`src/rtl/lif_neuron_core_if.sv`:
```
// Bundles the per-timestep input and output signals of the LIF soma stage.
// The master drives synaptic sums and configuration; the slave is the neuron core.
interface lif_neuron_core_if #(
  parameter int N_STAGE = 6,
  parameter int MEM_W   = 12,
  parameter int REF_W   = 4,
  parameter int CNT_W   = 16
);
  logic                      in_valid;
  logic signed [N_STAGE+1:0] y_in;
  logic        [MEM_W-2:0]   threshold;
  logic        [3:0]         leak_shift;
  logic        [REF_W-1:0]   refrac_len;
  logic                      cnt_clear;
  logic                      spike;
  logic signed [MEM_W-1:0]   mem_out;
  logic                      out_valid;
  logic                      refractory;
  logic        [CNT_W-1:0]   spike_count;

  modport master (
    output in_valid, y_in, threshold, leak_shift, refrac_len, cnt_clear,
    input  spike, mem_out, out_valid, refractory, spike_count
  );

  modport slave (
    input  in_valid, y_in, threshold, leak_shift, refrac_len, cnt_clear,
    output spike, mem_out, out_valid, refractory, spike_count
  );
endinterface

```
`src/rtl/lif_neuron_core.sv`:
```
// Leaky integrate-and-fire soma: shift leak, saturating integration, threshold
// spike with programmable refractory period and a saturating spike counter.
module lif_neuron_core #(
  parameter int N_STAGE = 6,
  parameter int MEM_W   = 12,
  parameter int REF_W   = 4,
  parameter int CNT_W   = 16
) (
  input logic               clk,
  input logic               rst_n,
  lif_neuron_core_if.slave  bus
);
  localparam int Y_W = N_STAGE + 2;
  localparam logic [REF_W-1:0] REF_ONE = {{(REF_W-1){1'b0}}, 1'b1};
  localparam logic [CNT_W-1:0] CNT_MAX = {CNT_W{1'b1}};

  typedef enum logic [0:0] {
    ST_INTEG   = 1'b0,
    ST_REFRACT = 1'b1
  } state_t;

  state_t                  state_q;
  logic signed [MEM_W-1:0] mem_q;
  logic signed [MEM_W-1:0] mem_d;
  logic        [REF_W-1:0] ref_q;
  logic                    spike_q;
  logic                    valid_q;
  logic                    refr_q;
  logic        [CNT_W-1:0] cnt_q;
  logic        [CNT_W-1:0] cnt_d;

  logic signed [MEM_W-1:0] shifted_s;
  logic signed [MEM_W-1:0] leaked_s;
  logic signed [MEM_W:0]   sum_s;
  logic                    fire_s;
  logic                    spike_now_s;

  // Clamp a one-bit-wider sum into the membrane range instead of wrapping.
  function automatic logic signed [MEM_W-1:0] clamp_mem(input logic signed [MEM_W:0] x);
    logic signed [MEM_W:0] hi;
    logic signed [MEM_W:0] lo;
    hi = {2'b00, {(MEM_W-1){1'b1}}};
    lo = {2'b11, {(MEM_W-1){1'b0}}};
    if (x > hi) begin
      return hi[MEM_W-1:0];
    end else if (x < lo) begin
      return lo[MEM_W-1:0];
    end else begin
      return x[MEM_W-1:0];
    end
  endfunction

  // Leak, integrate, saturate and compare against the threshold.
  always_comb begin
    shifted_s = mem_q >>> bus.leak_shift;
    if (bus.leak_shift == 4'd0) begin
      leaked_s = mem_q;
    end else begin
      leaked_s = mem_q - shifted_s;
    end
    sum_s  = $signed({leaked_s[MEM_W-1], leaked_s})
           + $signed({{(MEM_W+1-Y_W){bus.y_in[Y_W-1]}}, bus.y_in});
    mem_d  = clamp_mem(sum_s);
    fire_s = $signed({mem_d[MEM_W-1], mem_d}) >= $signed({2'b00, bus.threshold});
    spike_now_s = bus.in_valid && (state_q == ST_INTEG) && fire_s;
  end

  // Spike counter next state; clear takes priority over an increment.
  always_comb begin
    if (bus.cnt_clear) begin
      cnt_d = {CNT_W{1'b0}};
    end else if (spike_now_s && (cnt_q != CNT_MAX)) begin
      cnt_d = cnt_q + {{(CNT_W-1){1'b0}}, 1'b1};
    end else begin
      cnt_d = cnt_q;
    end
  end

  // Integrate/refractory state machine with registered outputs.
  always_ff @(posedge clk) begin
    if (!rst_n) begin
      state_q <= ST_INTEG;
      mem_q   <= {MEM_W{1'b0}};
      ref_q   <= {REF_W{1'b0}};
      spike_q <= 1'b0;
      valid_q <= 1'b0;
      refr_q  <= 1'b0;
      cnt_q   <= {CNT_W{1'b0}};
    end else begin
      valid_q <= bus.in_valid;
      cnt_q   <= cnt_d;
      if (bus.in_valid) begin
        case (state_q)
          ST_INTEG: begin
            if (fire_s) begin
              spike_q <= 1'b1;
              mem_q   <= {MEM_W{1'b0}};
              if (bus.refrac_len != {REF_W{1'b0}}) begin
                state_q <= ST_REFRACT;
                ref_q   <= bus.refrac_len;
                refr_q  <= 1'b1;
              end else begin
                state_q <= ST_INTEG;
                refr_q  <= 1'b0;
              end
            end else begin
              spike_q <= 1'b0;
              mem_q   <= mem_d;
            end
          end
          ST_REFRACT: begin
            // Synaptic input is discarded; leave after exactly refrac_len timesteps.
            spike_q <= 1'b0;
            mem_q   <= {MEM_W{1'b0}};
            if (ref_q <= REF_ONE) begin
              state_q <= ST_INTEG;
              ref_q   <= {REF_W{1'b0}};
              refr_q  <= 1'b0;
            end else begin
              ref_q   <= ref_q - REF_ONE;
              refr_q  <= 1'b1;
            end
          end
          default: begin
            state_q <= ST_INTEG;
            spike_q <= 1'b0;
            mem_q   <= {MEM_W{1'b0}};
            ref_q   <= {REF_W{1'b0}};
            refr_q  <= 1'b0;
          end
        endcase
      end else begin
        spike_q <= 1'b0;
      end
    end
  end

  assign bus.spike       = spike_q;
  assign bus.mem_out     = mem_q;
  assign bus.out_valid   = valid_q;
  assign bus.refractory  = refr_q;
  assign bus.spike_count = cnt_q;
endmodule

```
`src/flat_wrapper.sv`:
```
// flat-port wrapper written by rule: the top's interface ports become plain ports
module lif_neuron_core_flat 
#(
  parameter int N_STAGE = 6,
  parameter int MEM_W   = 12,
  parameter int REF_W   = 4,
  parameter int CNT_W   = 16
)
  (clk, rst_n, bus_in_valid, bus_y_in, bus_threshold, bus_leak_shift, bus_refrac_len, bus_cnt_clear, bus_spike, bus_mem_out, bus_out_valid, bus_refractory, bus_spike_count);
  lif_neuron_core_if #(.N_STAGE(N_STAGE), .MEM_W(MEM_W), .REF_W(REF_W), .CNT_W(CNT_W)) bus_i ();
  input logic clk;
  input logic rst_n;
  input wire logic [$bits(bus_i.in_valid)-1:0] bus_in_valid;
  input wire logic [$bits(bus_i.y_in)-1:0] bus_y_in;
  input wire logic [$bits(bus_i.threshold)-1:0] bus_threshold;
  input wire logic [$bits(bus_i.leak_shift)-1:0] bus_leak_shift;
  input wire logic [$bits(bus_i.refrac_len)-1:0] bus_refrac_len;
  input wire logic [$bits(bus_i.cnt_clear)-1:0] bus_cnt_clear;
  output wire logic [$bits(bus_i.spike)-1:0] bus_spike;
  output wire logic [$bits(bus_i.mem_out)-1:0] bus_mem_out;
  output wire logic [$bits(bus_i.out_valid)-1:0] bus_out_valid;
  output wire logic [$bits(bus_i.refractory)-1:0] bus_refractory;
  output wire logic [$bits(bus_i.spike_count)-1:0] bus_spike_count;
  assign bus_i.in_valid = bus_in_valid;
  assign bus_i.y_in = bus_y_in;
  assign bus_i.threshold = bus_threshold;
  assign bus_i.leak_shift = bus_leak_shift;
  assign bus_i.refrac_len = bus_refrac_len;
  assign bus_i.cnt_clear = bus_cnt_clear;
  assign bus_spike = bus_i.spike;
  assign bus_mem_out = bus_i.mem_out;
  assign bus_out_valid = bus_i.out_valid;
  assign bus_refractory = bus_i.refractory;
  assign bus_spike_count = bus_i.spike_count;
  lif_neuron_core #(.N_STAGE(N_STAGE), .MEM_W(MEM_W), .REF_W(REF_W), .CNT_W(CNT_W)) u_core (.clk(clk), .rst_n(rst_n), .bus(bus_i));
endmodule
```
`config.mk`:
```
export PLATFORM = sky130hd
export DESIGN_NAME = lif_neuron_core_flat
export DESIGN_NICKNAME = d
export VERILOG_FILES = /design/src/rtl/lif_neuron_core_if.sv /design/src/rtl/lif_neuron_core.sv /design/src/flat_wrapper.sv
export SDC_FILE = /design/constraint.sdc
export NUM_CORES = 1
export LEC_CHECK = 0
export ABC_AREA = 1
export CORE_AREA = 4 4 86 88
export DETAILED_ROUTE_END_ITERATION = 16
export DIE_AREA = 0 0 90 92
export GPL_ROUTABILITY_DRIVEN = 1
export PLACE_DENSITY = 0.86
export SYNTH_ARGS = -nofsm -noshare
export SYNTH_HDL_FRONTEND = slang
export SYNTH_SLANG_ARGS = --single-unit
export TNS_END_PERCENT = 20
```
`constraint.sdc`:
```
create_clock -name clk -period 19.15 [get_ports clk]
set_input_delay 3.83 -clock clk [delete_from_list [all_inputs] [get_ports clk]]
set_output_delay 3.83 -clock clk [all_outputs]
set_load 0.05 [all_outputs]
```
==> results.py <==
metrics = {
    "logic_synthesis": {
        "synth_cells": 589,
        "syn-num-nets": 660,
        "synth_top_area_share_pct": 18.6,
        "yosys_warnings": 0,
        "yosys-top-cells-area": "dfxtp_1 (19%), nand2_1 (13%), ha_1 (12%)",
        "synthDistinctLibCells": 48,
        "synth_top_cell_by_area": "dfxtp_1",
        "synth_area_mm2": 0.00387,
        "ys_seq_area_share_pct": 18.6,
        "avgSynthCellArea_um2": 6.57,
        "ys_seq_elements": 36,
    },
    "placement": {
        "pre_cts_slack_ps": 8490,
        "hpwlAfterDp_mm": 8.41,
        "io_buffer_count": 61,
        "gp_congestion": 0.916,
    },
    "clock_tree": {
        "cts_max_level": 2,
        "clk_path_buf_depth": 2,
        "cts_resized": 0,
        "clock_latency_ps": 290,
        "numCtsBuffers": 5,
        "cts_hold_buf": 0,
        "root_buffer": "clkbuf_8",
        "postCtsSetupBuffers": 0,
        "clkSinkCount": 36,
        "cts_tree": "yes",
        "clk_pin_slew_worst_paths_ps": 80,
    },
    "die": {
        "die_w_um": 90,
        "boundaryPins": 62,
        "fp.dieH_um": 92,
        "core_area_mm2": 0.00664,
        "std_cell_rows": 30,
        "die-area_mm2": 0.00828,
        "start_util_pct": 58.2,
    },
    "routing": {
        "via_per_inst": 5.49,
        "vias": 3989,
        "drc": 0,
        "drtIter0Drc": 166,
        "drt_wl_total_mm": 10.4,
        "wl_per_cell_um": 14.3,
        "first_pass_iters": 5,
        "ant_nets": 0,
    },
    "grt": {
        "first_global_vias": 3868,
        "grt_use_total_pct": 25.2,
        "grt_max_degree": 23,
        "overflow": 0,
        "antenna_found_initial": 0,
        "grt_pass1_wl_mm": 17.5,
    },
    "setup_path": {
        "max_stage_delay_ps": 930,
        "r2r_cells": 42,
        "crit_arrival_ps": 10570,
        "rr_startpoint": "u_core.bus.mem_out[11]",
        "slowest_stage": "clkdlybuf4s50_1",
        "cpMostUsedCell": "nand2_1",
        "worst-path-buf-inv": 6,
        "cpLargestDelayFamily": "compound AO/OA/AOI/OAI gates",
        "cp-end-kind": "register",
        "cp-start-kind": "primary input",
        "crit_type": "primary input to register",
        "cp.required_ps": 19300,
        "cp_max_fo": 22,
        "rrSetupSlack_ps": 12770,
        "timing.rr.end": "u_core.bus.spike_count[4]",
    },
    "outcome": {
        "outcome": "complete, no violations",
    },
    "sta": {
        "setup_slack_ps": 8730,
        "tightest_slew_ps": 720,
        "fin_crit_sh_pct": 54.4,
        "hold_viol_final": 0,
        "fin_skew_ps": 4.00,
        "max_freq_mhz": 96.0,
        "min_period_ps": 10420,
        "relSlewSlack_pct": 51.9,
        "setup-tns-final_ps": 0,
        "rsz0062_at_grt": "no",
        "setup_viol": 0,
        "drv_slew": 0,
    },
    "worst_hold_path": {
        "hold_start": "u_core.bus.refractory",
        "holdPathEnd": "u_core.bus.refractory",
        "hold_path.class": "register to register",
        "hold_depth": 2,
    },
    "layout": {
        "multi_input_area_mm2": 0.00272,
        "drive_gt1_share_pct": 13.4,
        "diodes": 0,
        "synthToLayoutAreaGrowth_pct": 19.7,
        "seq_area_um2": 721,
        "fill_cells": 583,
        "finalNetCount": 717,
    },
    "flow_run": {
        "drv_cap": 0,
    },
}
[logic make-up after synthesis]
group                      share of synthesized area (%)
xor gates and xnor gates                            6.14
AOI/OAI and AO/OA                                   18.6
and+or+nand+nor                                     31.8
adders and majority gates                           13.3
buffers and inverters                               11.0
muxes                                              0.517
DFF                                                 18.6
[tightest hold or removal path: stages (launching register included)]
cell     delay [ps]
dfxtp_1         320
nand3_1          70
nand2_1          40
[sequential cells by signal, summed over array words and instances, names as in the netlist]
signal,count
u_core.ref_q,4
u_core.bus.refractory,1
u_core.bus.spike_count,16
u_core.state_q,1
u_core.bus.out_valid,1
u_core.bus.spike,1
u_core.bus.mem_out,12
[cell usage in the layout, fill, tap and decap left out, drive strengths merged, types with 3 or more instances in the layout]
cell	instances
or2	7
dfxtp	36
clkinv	3
ha	38
a21o	3
inv	94
o21ai	50
nand2	165
nor3	9
a21oi	41
nand4	7
xnor2	10
o22ai	8
a31oi	4
nand3	29
clkdlybuf4s50	61
clkbuf	5
xor2	15
nor2	40
[final cells by class]
class / count / area share, %
Multi-Input combinational cell: 446 / 58.8
Inverter: 96 / 7.86
Timing Repair Buffer: 61 / 13.2
Tap cell: 80 / 2.16
Clock buffer: 5 / 1.49
Clock inverter: 3 / 0.919
Sequential cell: 36 / 15.6
[synthesized netlist by cell type, drive strengths merged]
library cell / instances
inv: 94
nand4: 7
clkbuf: 5
nor3: 9
o21a: 1
nand2: 165
o21ai: 50
a41oi: 1
ha: 38
dfxtp: 36
or2: 7
fa: 2
a311oi: 1
o221a: 1
a211oi: 2
o22ai: 8
o211ai: 2
buf: 6
and3: 1
clkinv: 2
nand3: 29
nor4: 2
a21o: 3
o21bai: 2
a22oi: 2
a31oi: 4
nor2: 40
a21oi: 41
xnor2: 10
o32ai: 1
mux2i: 2
xor2: 15
[through the flow]
step,cells,hold WS (ps),area [µm²],util [%]
after floorplan,589,529,3870,-
after global placement,719,463,4520,68.0
after detailed placement,719,459,4520,68.0
after CTS,727,476,4630,69.7
after global routing,727,514,4630,69.7
final,727,473,4630,69.7
[per-layer routing]
layer  track usage [%]  share of wire, %
met5                 0                 0
met4              7.02               1.9
met3              4.51               6.2
met2              44.2                48
met1              31.6                44
[worst max path at each step]
stage,endpoint,from,cells past startpoint,slack (ps)
after floorplan,u_core.bus.spike_count[6],bus_leak_shift[0],47,10160
after global placement,u_core.bus.spike_count[2],bus_leak_shift[0],44,8740
after detailed placement,u_core.bus.spike_count[3],bus_leak_shift[0],43,8490
after CTS,u_core.bus.spike_count[3],bus_leak_shift[0],43,8780
after global routing,u_core.bus.spike_count[3],bus_leak_shift[0],44,7960
final,u_core.bus.spike_count[4],bus_leak_shift[0],44,8730
Power is left out: the tool's default activity adds up to more than one toggle a clock period on the data nets, which glitch-free logic cannot reach.
==> edit, RTL diff (same flow settings) <==
`REF_W` is set to 4 in 3 places; all go to 5.
--- a/src/rtl/lif_neuron_core_if.sv
+++ b/src/rtl/lif_neuron_core_if.sv
@@ -3,7 +3,7 @@
 interface lif_neuron_core_if #(
   parameter int N_STAGE = 6,
   parameter int MEM_W   = 12,
-  parameter int REF_W   = 4,
+  parameter int REF_W   = 5,
   parameter int CNT_W   = 16
 );
   logic                      in_valid;
--- a/src/rtl/lif_neuron_core.sv
+++ b/src/rtl/lif_neuron_core.sv
@@ -3,7 +3,7 @@
 module lif_neuron_core #(
   parameter int N_STAGE = 6,
   parameter int MEM_W   = 12,
-  parameter int REF_W   = 4,
+  parameter int REF_W   = 5,
   parameter int CNT_W   = 16
 ) (
   input logic               clk,
--- a/src/flat_wrapper.sv
+++ b/src/flat_wrapper.sv
@@ -3,7 +3,7 @@
 #(
   parameter int N_STAGE = 6,
   parameter int MEM_W   = 12,
-  parameter int REF_W   = 4,
+  parameter int REF_W   = 5,
   parameter int CNT_W   = 16
 )
   (clk, rst_n, bus_in_valid, bus_y_in, bus_threshold, bus_leak_shift, bus_refrac_len, bus_cnt_clear, bus_spike, bus_mem_out, bus_out_valid, bus_refractory, bus_spike_count);
Ports: changed (resized bus_refrac_len); port bits go from 62 to 63. The function was not compared with the original's and may differ.
==> edit against the unedited design <==
Routed wire length increased by 5.6%. First-iteration DRC count increased by 90%. Synthesized area decreased by 1.6%. Design area decreased by 1.4%. Synthesized cell count increased by 3.4%. Sequential cell count increased by 1. Clock skew increased by 9.1 ps. Die area unchanged. Setup slack got worse by 220 ps.
==> edit: results (changes against the unedited design) <==
The flow ran to the end, and the final reports show no timing, DRC or antenna violations. The register area share after synthesis came to 19.5% (+0.83 points). Following the worst setup path forward leads to its endpoint at u_core.bus.spike_count[1]. The wire length per cell after detailed routing came to 14.7 um (+2.9%). The number of diodes is 0 (unchanged).

The violation count after the first detailed-routing iteration is 315 (+90%). The global-route wire length before repair came to 18300 um (+4.9%). The met1 wire length is 5050 um (+11%).

The length of routed met2 wiring is 5060 um (+1.1%). The HPWL after detailed placement is 8890 um (+5.7%). By area the synthesized netlist is led by sky130_fd_sc_hd__dfxtp_1 (19%), sky130_fd_sc_hd__nand2_1 (15%), sky130_fd_sc_hd__ha_1 (12%). The worst setup skew after layout came out at 13.0 ps (+9.05 ps). The wire length after detailed routing is 11000 um (+5.6%). The fraction of final layout cells sized beyond drive strength 1 came out at 7.36% (-6.1 points). The cell count after placement is 738 (+2.6%). The post-placement cell area came out at 4450 um2 (-1.6%).

The number of different library cells in the post-synthesis netlist came to 43 (-10%). The depth of the worst register-to-register path is 45 (+7.1%). The number of buffer cells added on primary ports came out at 62 (+1.6%).

The delay of the slowest cell on the worst path came out at 870 ps (-60 ps). The register-to-register path setup slack came to 12370 ps (-400 ps). The fraction of met2 tracks used by global routing is 43.8% (-0.37 points). The routed wire length on met3 came out at 574 um (-11%). The met3 track utilization from global routing came out at 3.45% (-1.1 points).

The met1 global-route usage came out at 35.2% (+3.6 points). The measured slew at the worst slew-check pin came out at 624 ps (-95.5 ps). The routability congestion estimate from global placement is 0.953 (+4.0%). The via count of the routed design came out at 4116 (+3.2%). The maximum number of pins on one net before global-route repair was 23 (unchanged). The global-route usage over all layers is 26.4% (+1.3 points). Counting instances in the post-synthesis netlist gives the leading cell types as sky130_fd_sc_hd__nand2_1 (156), sky130_fd_sc_hd__inv_1 (96), sky130_fd_sc_hd__nor2_1 (46), sky130_fd_sc_hd__o21ai_0 (39), sky130_fd_sc_hd__ha_1 (38). The post-synthesis instance total is 609 (+3.4%). The number of global-route vias before repair is 3967 (+2.6%). The maximum vdd ir drop is 0.177 mV. The TritonCTS buffer count is 5 (unchanged).

The clock input transition at the sequential cells of the worst setup and hold paths is 80 ps (about the same). The data arrival time of the critical path came out at 10830 ps (+260 ps). The worst hold slack after final layout came out at 488 ps (+14.4 ps). The pre-CTS setup slack came out at 8330 ps (-156 ps). The slack of the critical path came to 8510 ps (-223 ps).
edit: cell type report:
class                      instances  area [um2]  share of cell area, %
sequential                        37         741                   16.2
multi-input combinational        458        2610                   57.2
tap                               80         100                   2.19
clock buffer                       5        68.8                   1.51
inverter                         101         379                   8.31
clock inverter                     3        46.3                   1.01
timing repair buffer              62         621                   13.6
edit: worst max-delay path, delay by kind of cell:
kind,cells,cell delay (ps)
AOI/OAI and AO/OA,8,1560
adders and majority gates,4,1210
and+or+nand+nor,26,2640
buffers and inverters,6,1400
xor gates and xnor gates,1,180
edit: cell families after synthesis:
family / share of synthesized area (%)
xor gates and xnor gates: 5.29
DFF: 19.5
AOI/OAI and AO/OA: 18.6
adders and majority gates: 13.5
and+or+nand+nor: 30.6
muxes: 0.526
buffers and inverters: 12.0
edit: where the power goes:
group / internal (mW) / leakage, nW / switching [mW]
registers: 0.0902 / 0.301 / 0.0127
clock network: 0.0390 / 0.0543 / 0.0317
logic: 0.262 / 1.73 / 0.490
total: 0.392 / 2.08 / 0.535
